<file path="src/rtl/mips_pkg.sv">
// Shared definitions for the multicycle MIPS controller.
//   state_t   : 4-bit FSM state encoding (also exported on the debug port)
//   OP_*      : opcode values recognised by the decoder
//   FN_*      : R-type funct values understood by the ALU decoder
//   ALUOP_*   : controller-to-ALU-decoder operation class
//   ALUCTL_*  : ALU operation codes driven to the datapath
package mips_pkg;

  typedef enum logic [3:0] {
    S_FETCH    = 4'd0,
    S_DECODE   = 4'd1,
    S_MEMADR   = 4'd2,
    S_MEMRD    = 4'd3,
    S_MEMWB    = 4'd4,
    S_MEMWR    = 4'd5,
    S_EXECUTE  = 4'd6,
    S_ALUWB    = 4'd7,
    S_BRANCH   = 4'd8,
    S_ADDIEXEC = 4'd9,
    S_ADDIWB   = 4'd10,
    S_JUMP     = 4'd11
  } state_t;

  localparam logic [5:0] OP_RTYPE = 6'b000000;
  localparam logic [5:0] OP_J     = 6'b000010;
  localparam logic [5:0] OP_BEQ   = 6'b000100;
  localparam logic [5:0] OP_BNE   = 6'b000101;
  localparam logic [5:0] OP_ADDI  = 6'b001000;
  localparam logic [5:0] OP_LW    = 6'b100011;
  localparam logic [5:0] OP_SW    = 6'b101011;

  localparam logic [5:0] FN_ADD = 6'b100000;
  localparam logic [5:0] FN_SUB = 6'b100010;
  localparam logic [5:0] FN_AND = 6'b100100;
  localparam logic [5:0] FN_OR  = 6'b100101;
  localparam logic [5:0] FN_SLT = 6'b101010;

  localparam logic [1:0] ALUOP_ADD   = 2'b00;
  localparam logic [1:0] ALUOP_SUB   = 2'b01;
  localparam logic [1:0] ALUOP_FUNCT = 2'b10;

  localparam logic [2:0] ALUCTL_AND = 3'b000;
  localparam logic [2:0] ALUCTL_OR  = 3'b001;
  localparam logic [2:0] ALUCTL_ADD = 3'b010;
  localparam logic [2:0] ALUCTL_SUB = 3'b110;
  localparam logic [2:0] ALUCTL_SLT = 3'b111;

endpackage

</file>
<file path="src/rtl/alu_decoder.sv">
// ALU decoder: turns the controller's ALUOp class plus the R-type funct
// field into the 3-bit ALU operation.
//   ALUOp      in  [1:0] operation class (add / subtract / use funct)
//   funct      in  [5:0] R-type function field
//   ALUControl out [2:0] ALU operation code
module alu_decoder
  import mips_pkg::*;
(
  input  logic [1:0] ALUOp,
  input  logic [5:0] funct,
  output logic [2:0] ALUControl
);

  always_comb begin
    ALUControl = ALUCTL_ADD;
    case (ALUOp)
      ALUOP_ADD: ALUControl = ALUCTL_ADD;
      ALUOP_SUB: ALUControl = ALUCTL_SUB;
      ALUOP_FUNCT: begin
        case (funct)
          FN_ADD:  ALUControl = ALUCTL_ADD;
          FN_SUB:  ALUControl = ALUCTL_SUB;
          FN_AND:  ALUControl = ALUCTL_AND;
          FN_OR:   ALUControl = ALUCTL_OR;
          FN_SLT:  ALUControl = ALUCTL_SLT;
          default: ALUControl = ALUCTL_ADD;
        endcase
      end
      // Unused class 11 falls back to add.
      default: ALUControl = ALUCTL_ADD;
    endcase
  end

endmodule

</file>
<file path="src/rtl/mips_mc_controller.sv">
// Multicycle MIPS control unit: Moore FSM sequencing fetch, decode and the
// per-instruction execute/writeback steps, plus the ALU decoder.
//   clk, reset          in  clock; synchronous active-low reset
//   op, funct, zero     in  opcode, R-type funct, ALU zero flag
//   MemtoReg, RegDst,
//   IorD, ALUSrcA       out 1-bit datapath mux selects
//   PCSrc, ALUSrcB      out 2-bit datapath mux selects
//   IRWrite, MemWrite,
//   RegWrite, PCEn      out write enables
//   ALUControl          out ALU operation
//   state               out current FSM state (debug)
//   instr_done          out pulse in the last cycle of each instruction
module mips_mc_controller
  import mips_pkg::*;
#(
  parameter int ENABLE_BNE = 1
) (
  input  logic       clk,
  input  logic       reset,
  input  logic [5:0] op,
  input  logic [5:0] funct,
  input  logic       zero,
  output logic       MemtoReg,
  output logic       RegDst,
  output logic       IorD,
  output logic       ALUSrcA,
  output logic [1:0] PCSrc,
  output logic [1:0] ALUSrcB,
  output logic       IRWrite,
  output logic       MemWrite,
  output logic       RegWrite,
  output logic       PCEn,
  output logic [2:0] ALUControl,
  output logic [3:0] state,
  output logic       instr_done
);

  localparam bit BneEn = (ENABLE_BNE != 0);

  state_t     state_q, state_d;
  state_t     cur_state;
  logic       is_bne, op_known;
  logic       ir_write, mem_write, reg_write, pc_write;
  logic       branch, branch_ne, done;
  logic [1:0] alu_op;

  assign is_bne   = BneEn && (op == OP_BNE);
  assign op_known = (op == OP_LW) || (op == OP_SW) || (op == OP_RTYPE) ||
                    (op == OP_BEQ) || is_bne || (op == OP_ADDI) || (op == OP_J);

  always_ff @(posedge clk) begin
    if (!reset) state_q <= S_FETCH;
    else        state_q <= state_d;
  end

  always_comb begin
    state_d = S_FETCH;
    case (state_q)
      S_FETCH: state_d = S_DECODE;
      S_DECODE: begin
        if ((op == OP_LW) || (op == OP_SW))     state_d = S_MEMADR;
        else if (op == OP_RTYPE)                state_d = S_EXECUTE;
        else if ((op == OP_BEQ) || is_bne)      state_d = S_BRANCH;
        else if (op == OP_ADDI)                 state_d = S_ADDIEXEC;
        else if (op == OP_J)                    state_d = S_JUMP;
        else                                    state_d = S_FETCH;
      end
      S_MEMADR:   state_d = (op == OP_LW) ? S_MEMRD : S_MEMWR;
      S_MEMRD:    state_d = S_MEMWB;
      S_EXECUTE:  state_d = S_ALUWB;
      S_ADDIEXEC: state_d = S_ADDIWB;
      default:    state_d = S_FETCH;
    endcase
  end

  // While reset is held the outputs show the FETCH decode; the write enables
  // are masked separately below so nothing is committed during reset.
  assign cur_state = reset ? state_q : S_FETCH;

  always_comb begin
    MemtoReg  = 1'b0;
    RegDst    = 1'b0;
    IorD      = 1'b0;
    ALUSrcA   = 1'b0;
    PCSrc     = 2'b00;
    ALUSrcB   = 2'b00;
    ir_write  = 1'b0;
    mem_write = 1'b0;
    reg_write = 1'b0;
    pc_write  = 1'b0;
    branch    = 1'b0;
    branch_ne = 1'b0;
    alu_op    = ALUOP_ADD;
    done      = 1'b0;
    case (cur_state)
      S_FETCH: begin
        ALUSrcB  = 2'b01;
        ir_write = 1'b1;
        pc_write = 1'b1;
      end
      S_DECODE: begin
        ALUSrcB = 2'b11;
        // Unrecognised opcodes retire straight out of decode.
        done    = !op_known;
      end
      S_MEMADR, S_ADDIEXEC: begin
        ALUSrcA = 1'b1;
        ALUSrcB = 2'b10;
      end
      S_MEMRD: IorD = 1'b1;
      S_MEMWR: begin
        IorD      = 1'b1;
        mem_write = 1'b1;
        done      = 1'b1;
      end
      S_MEMWB: begin
        MemtoReg  = 1'b1;
        reg_write = 1'b1;
        done      = 1'b1;
      end
      S_EXECUTE: begin
        ALUSrcA = 1'b1;
        alu_op  = ALUOP_FUNCT;
      end
      S_ALUWB: begin
        RegDst    = 1'b1;
        reg_write = 1'b1;
        done      = 1'b1;
      end
      S_BRANCH: begin
        ALUSrcA   = 1'b1;
        alu_op    = ALUOP_SUB;
        PCSrc     = 2'b01;
        branch    = (op == OP_BEQ);
        branch_ne = is_bne;
        done      = 1'b1;
      end
      S_ADDIWB: begin
        reg_write = 1'b1;
        done      = 1'b1;
      end
      S_JUMP: begin
        PCSrc    = 2'b10;
        pc_write = 1'b1;
        done     = 1'b1;
      end
      default: ;
    endcase
  end

  assign IRWrite    = reset & ir_write;
  assign MemWrite   = reset & mem_write;
  assign RegWrite   = reset & reg_write;
  assign instr_done = reset & done;
  // Branch resolution uses the zero flag of the same cycle.
  assign PCEn       = reset & (pc_write | (branch & zero) | (branch_ne & ~zero));
  assign state      = cur_state;

  alu_decoder u_alu_decoder (
    .ALUOp      (alu_op),
    .funct      (funct),
    .ALUControl (ALUControl)
  );

endmodule

</file>
<file path="config.mk">
export PLATFORM = sky130hd
export DESIGN_NAME = mips_mc_controller
export DESIGN_NICKNAME = d
export VERILOG_FILES = /design/src/rtl/mips_pkg.sv /design/src/rtl/alu_decoder.sv /design/src/rtl/mips_mc_controller.sv
export SDC_FILE = /design/constraint.sdc
export NUM_CORES = 1
export LEC_CHECK = 0
export ABC_AREA = 0
export CAP_MARGIN = 0
export CORE_UTILIZATION = 41
export DETAILED_ROUTE_END_ITERATION = 10
export PLACE_DENSITY = 0.89
export SLEW_MARGIN = 20
export SYNTH_ARGS = -nofsm -noshare
export SYNTH_HDL_FRONTEND = slang
export SYNTH_SLANG_ARGS = --single-unit
</file>
<file path="constraint.sdc">
create_clock -name clk -period 4 [get_ports clk]
set_input_delay 0.6 -clock clk [delete_from_list [all_inputs] [get_ports clk]]
set_output_delay 0.6 -clock clk [all_outputs]
set_load 0.02 [all_outputs]
</file>
==> results.cfg, run 1 <==
[status]
status = complete, no violations

[global_route]
grt_first_pass_wirelength_um = 2842
grt_overflow = 0
grt.total_usage_pct = 24.34
antenna_found_initial = 0
first_global_vias = 695
grt_start_max_net_pins = 17

[cells_and_area]
area_delta_synth_final_pct = 56.50
postLayoutCoreUtil_pct = 72.80
largest_register_ffs = 4
drive_gt1_share_pct = 3.175
final.fill_count = 123
antenna-diode-count = 0
regMostFlops = state_q
most-common-layout-cells = 34 x sky130_fd_sc_hd__clkdlybuf4s50_1, 8 x sky130_fd_sc_hd__inv_1, 7 x sky130_fd_sc_hd__nor4_1, 6 x sky130_fd_sc_hd__nand2_1, 6 x sky130_fd_sc_hd__nand3_1
reg.largest.list = state_q (4)
fin_nets = 146
layout_commonest_cell = sky130_fd_sc_hd__clkdlybuf4s50_1

[power]
power.density_nw_per_um2 = 147.5
vdd_drop_max_v = 0.0001589
power.static_leakage_uw = 0.0003638

[clock_network]
cts.reportedPaths.clkPinSlew_ps = 30
clock_tree.root_cell = sky130_fd_sc_hd__clkbuf_4
cts.repair.resized = 0
clk_latency_ps = 230
tritoncts = yes
cts.repair_timing.setup_buffer_count = 0
cts-htree-levels = 1
number_of_sinks_on_the_clock_net = 4
cts-buffers-inserted = 3
cts.path.max_buffers = 2
cts_hold_repair.buffers = 0

[detailed_routing]
initialDrtViolationCount = 11
top_layer_used = met4
dr_total_vias = 821
route.met3.wl_um = 166
route.antenna.remaining_nets = 0
drc_errors = 0
routed_wirelength_um = 1861
drt_first_pass_iters = 4
route.detailed.wl_per_inst_um = 13.20
detailroute.wirelength.met2_um = 926
drt-met1-wl_um = 750
drt-vias-per-instance = 5.823

[timing]
final.setup_skew_ps = 1.345
fmax_mhz = 272.7
timing.slew.headroom_pct = 68.20
worst_hold_margin_ps = 631.8
timing.final.setup_violations = 0
period_needed_ps = 3667
totalNegativeSetupSlack_ps = 0
final-hold-violation-count = 0
rsz0062_at_grt = false
final_critical_path_share_of_the_clock_period_pct = 91.66
tightest_slew_ps = 476.3
finalMaxSlewViolations = 0

[worst_setup_path]
worst_ep_required_time_ps = 3400
end_kind = primary output
start_kind = input pin
timing.setup.critical_path_class = input pin to primary output
cp_max_fo = 10
cp.arrival_ps = 3070

[placed_design]
detailed_place_hpwl_um = 1508
place.gp.congestion = 0.8395
portBuffers = 34

[floorplanning]
ioPinCount = 35
total_number_of_placement_rows = 13
die_area_um2 = 1712
die_h_um = 41.38
die_width_um = 41.38
core_um2 = 1366
initial_core_util_pct = 46.52

[synth]
synth_seq_area_share_pct = 12.60
mappedNetlistArea_um2 = 635.6
postSynthCellCount = 95
synth-warning-count = 0
yosysUniqueCellTypes = 33
syn_avg_cell_area_um2 = 6.691
nets_in_the_synthesized_netlist = 113
ys_ff_latch = 4

[hold_path]
hold_class = flip-flop to flip-flop

[run]
drv.max_cap_violation_count = 0
==> metal layers <==
metal,global-route usage [%],vias to the layer above
met3,4.255,2
met1,28.21,366
li1,-,417
met2,47.27,36
met4,2.419,0
met5,0,-
==> kinds of logic after synthesis <==
| group | Yosys count | share of synthesized area, % |
|---|---|---|
| simple gates | 45 | 41.14 |
| compound gates | 25 | 26.38 |
| buf+inv | 14 | 8.268 |
| flops | 4 | 12.60 |
| xor+xnor | 3 | 4.135 |
| fa+ha+maj | 3 | 5.906 |
| mux | 1 | 1.575 |
==> worst max-delay path, stage by stage <==
cell,delay (ps)
sky130_fd_sc_hd__clkdlybuf4s50_1,620
sky130_fd_sc_hd__nand2_1,250
sky130_fd_sc_hd__or3_1,460
sky130_fd_sc_hd__ha_1,330
sky130_fd_sc_hd__nor2b_1,130
sky130_fd_sc_hd__o21ai_0,60
sky130_fd_sc_hd__clkdlybuf4s50_1,620
==> synthesized netlist by cell type, drive strengths merged <==
| cell type | count | share of area, % |
|---|---|---|
| or3 | 1 | 0.98 |
| o21a | 2 | 2.4 |
| or2 | 2 | 2.0 |
| ha | 3 | 5.9 |
| xor2 | 3 | 4.1 |
| mux2i | 1 | 1.6 |
| a211oi | 1 | 1.2 |
| dfxtp | 4 | 13 |
| inv | 8 | 4.7 |
| a21boi | 1 | 1.2 |
| nand3 | 6 | 4.7 |
| or4b | 1 | 1.6 |
| o31ai | 3 | 3.5 |
| nor3 | 3 | 2.4 |
| o41ai | 2 | 2.8 |
| or4 | 2 | 2.4 |
| a21bo | 1 | 1.6 |
| nand2b | 5 | 4.9 |
| o21ai | 5 | 3.9 |
| nand2 | 6 | 3.5 |
| and2 | 3 | 3.0 |
| a31oi | 4 | 3.9 |
| nor3b | 2 | 2.4 |
| nor2 | 2 | 1.2 |
| nor4 | 7 | 6.9 |
| nor4b | 1 | 1.4 |
| nor2b | 3 | 3.0 |
| a21o | 1 | 1.2 |
| clkbuf | 6 | 3.5 |
| and3 | 1 | 0.98 |
| a32o | 1 | 1.6 |
| a21oi | 4 | 3.1 |
==> area by class of cell <==
| class | count | area (um^2) | share of cell area, % |
|---|---|---|---|
| inverter | 8 | 30.03 | 3.019 |
| clock buffer | 3 | 22.52 | 2.264 |
| tap | 15 | 18.77 | 1.887 |
| multi-input combinational | 77 | 503.0 | 50.57 |
| timing repair buffer | 34 | 340.3 | 34.21 |
| sequential | 4 | 80.08 | 8.050 |
==> report_power, final <==
part	internal, uW	switching, uW	total (uW)
logic	28.2	25.6	53.8
clock network	33.4	14.3	47.7
registers	41.3	3.92	45.3
==> stage by stage <==
stage | cell area, um^2 | power (uW) | instances | setup slack (ps)
3_3_place_gp | 972.2 | 97.88 | 138 | 358.4
2_1_floorplan | 635.6 | 69.96 | 95 | 1255
3_5_place_dp | 972.2 | 99.27 | 138 | 339.4
6_report | 994.7 | 146.7 | 141 | 333.4
5_1_grt | 994.7 | 156.6 | 141 | 158.9
4_1_cts | 994.7 | 147.7 | 141 | 345.7
==> path summary, 6_finish.rpt <==
kind,slack [ps],start,depth (start not counted),endpoint
worst max register to register,2480,state_q[0],3,state_q[2]
worst min-delay path,630,state_q[0],1,state_q[0]
worst max-delay path,330,reset,7,ALUControl[1]
worst min register to register,630,state_q[0],1,state_q[0]
Note: power is estimated with default switching activity, not from simulation.
==> run 2, diff against run 1 <==
--- a/config.mk
+++ b/config.mk
@@ -7,9 +7,9 @@
 export LEC_CHECK = 0
 export ABC_AREA = 0
 export CAP_MARGIN = 0
-export CORE_UTILIZATION = 41
+export CORE_UTILIZATION = 38
 export DETAILED_ROUTE_END_ITERATION = 10
-export PLACE_DENSITY = 0.89
+export PLACE_DENSITY = 0.84
 export SLEW_MARGIN = 20
 export SYNTH_ARGS = -nofsm -noshare
 export SYNTH_HDL_FRONTEND = slang
==> constraint.sdc (replaced) <==
create_clock -name clk -period 4.2 [get_ports clk]
set_input_delay 0.63 -clock clk [delete_from_list [all_inputs] [get_ports clk]]
set_output_delay 0.63 -clock clk [all_outputs]
set_load 0.02 [all_outputs]
==> run 2 against run 1 <==
Compared with the run above:
- sequential share of layout area about the same
- flip-flop and latch count unchanged
- power down 3.0%
- count of clock-buffer cells in the layout unchanged
- highest routed layer unchanged
- cell count up 0.71%
- critical path type unchanged
- worst setup slack better by 130 ps
- critical endpoint is now ALUControl[0]
- clock skew about the same
- register-to-register slack better by 190 ps
- largest cell class unchanged
- non-clock buffer count unchanged
==> results.cfg, run 2 (synthesis gave the netlist of run 1 again) <==
[cells_and_area]
largest_register_ffs = 4
layout_commonest_cell = sky130_fd_sc_hd__clkdlybuf4s50_1
antenna-diode-count = 0
regMostFlops = state_q
final.fill_count = 164
most-common-layout-cells = 34 x sky130_fd_sc_hd__clkdlybuf4s50_1, 8 x sky130_fd_sc_hd__inv_1, 7 x sky130_fd_sc_hd__nor4_1, 6 x sky130_fd_sc_hd__nand2_1, 6 x sky130_fd_sc_hd__nand3_1
drive_gt1_share_pct = 3.175
area_delta_synth_final_pct = 56.69
postLayoutCoreUtil_pct = 64.61
reg.largest.list = state_q (4)
seqCellArea_um2 = 80.08
fin_nets = 146
footprint_of_the_multi_input_gates_um2 = 503.0

[detailed_routing]
dr_total_vias = 841
route.detailed.wl_per_inst_um = 12.92
drt_first_pass_iters = 4
drt-vias-per-instance = 5.923
routed_wirelength_um = 1835
route.antenna.remaining_nets = 0
initialDrtViolationCount = 19
drc_errors = 0

[global_route]
first_global_vias = 745
antenna_found_initial = 0
grt_first_pass_wirelength_um = 3111
grt_start_max_net_pins = 17
grt.total_usage_pct = 21.42
grt_overflow = 0

[clock_network]
cts_hold_repair.buffers = 0
cts.repair_timing.setup_buffer_count = 0
cts.reportedPaths.clkPinSlew_ps = 40
clk_latency_ps = 230
cts-buffers-inserted = 3
cts.repair.resized = 0
tritoncts = yes
cts.path.max_buffers = 2
number_of_sinks_on_the_clock_net = 4
cts-htree-levels = 1
clock_tree.root_cell = sky130_fd_sc_hd__clkbuf_4

[placed_design]
place.gp.congestion = 0.8797
portBuffers = 34
detailed_place_hpwl_um = 1434
dpl_worst_slack_ps = 475.4

[timing]
rsz0062_at_grt = false
period_needed_ps = 3733
timing.slew.headroom_pct = 65.60
final_critical_path_share_of_the_clock_period_pct = 88.88
finalWorstSetupSlack_ps = 467.1
worst_hold_margin_ps = 631.8
final-hold-violation-count = 0
finalMaxSlewViolations = 0
timing.final.setup_violations = 0
totalNegativeSetupSlack_ps = 0
tightest_slew_ps = 511.2
fmax_mhz = 267.9
final.setup_skew_ps = 1.441

[worst_setup_path]
r2r.worst_path.cells = 3
timing.setup.critical_path_class = input pin to primary output
crit_path_frequent_cell = sky130_fd_sc_hd__inv_1
cp_max_fo = 10
timing.critical_path.max_delay_family = buffers and inverters
cp.arrival_ps = 3100
worst_r2r_endpoint = state_q[2]
crit-reg2reg-launch = state_q[0]
path_cells = clkdlybuf4s50_1 -> nand2_1 -> inv_1 -> nand3_1 -> inv_1 -> ha_1 -> inv_1 -> nor4_1 -> a32o_1 -> clkdlybuf4s50_1
cp_num_cells = 10
crit_path_start = reset
slowest_cell_on_the_critical_path = sky130_fd_sc_hd__clkdlybuf4s50_1
critPathMaxStageDelay_ps = 620
end_kind = primary output
worst_ep_required_time_ps = 3570
ff2ff_setup_slack_ps = 2670
combined_buffer_and_inverter_count_along_the_critical_path = 5
start_kind = input pin
endpoint = ALUControl[0]

[floorplanning]
die_width_um = 42.90
die_h_um = 42.90
die_area_um2 = 1840
initial_core_util_pct = 41.23
core_um2 = 1541
ioPinCount = 35
total_number_of_placement_rows = 14

[power]
vdd_drop_max_v = 0.0001363
power.density_nw_per_um2 = 142.9
power.static_leakage_uw = 0.0003638

[status]
status = complete, no violations

[run]
drv.max_cap_violation_count = 0

[hold_path]
hold_class = flip-flop to flip-flop
## run 2: cell counts in the layout (fill, tap and decap cells not counted)
Identical to the previous run, type by type.
## run 2: metal layers
metal  global-route usage (%)  share of wire [%]  vias up
met5                        0                  0        -
met4                    6.250               0.76        0
met3                    5.957                8.9        2
met2                    36.36                 48       47
met1                    25.96                 42      374
li1                         -                  -      418
## run 2: worst min-delay path by stage
stage / cells past startpoint / slack (ps) / to / from
2_1_floorplan: 2 / 560 / state_q[3] / state_q[0]
3_3_place_gp: 1 / 620 / state_q[0] / state_q[0]
3_5_place_dp: 1 / 610 / state_q[0] / state_q[0]
4_1_cts: 1 / 620 / state_q[0] / state_q[0]
5_1_grt: 1 / 700 / state_q[0] / state_q[0]
6_report: 1 / 630 / state_q[0] / state_q[0]
## run 2: metrics by stage
stage	power (uW)	std cells	cell area (um^2)
global route	150.7	142	996.0
global placement	93.36	139	973.4
CTS	142.8	142	996.0
floorplan	66.62	95	635.6
detailed placement	94.06	139	973.4
finish	142.3	142	996.0
## run 2: final cells by class
type,instances,share of cell area [%]
Sequential cell,4,8.040
Timing Repair Buffer,34,34.17
Clock buffer,3,2.261
Tap cell,16,2.010
Multi-Input combinational cell,77,50.50
Inverter,8,3.015
## run 2: power by group
part	total (uW)	switching, uW	internal (uW)
sequential	43.1	3.74	39.3
combinational	50.9	24.0	26.9
clock	48.3	16.3	32.0
total	142	44.1	98.2
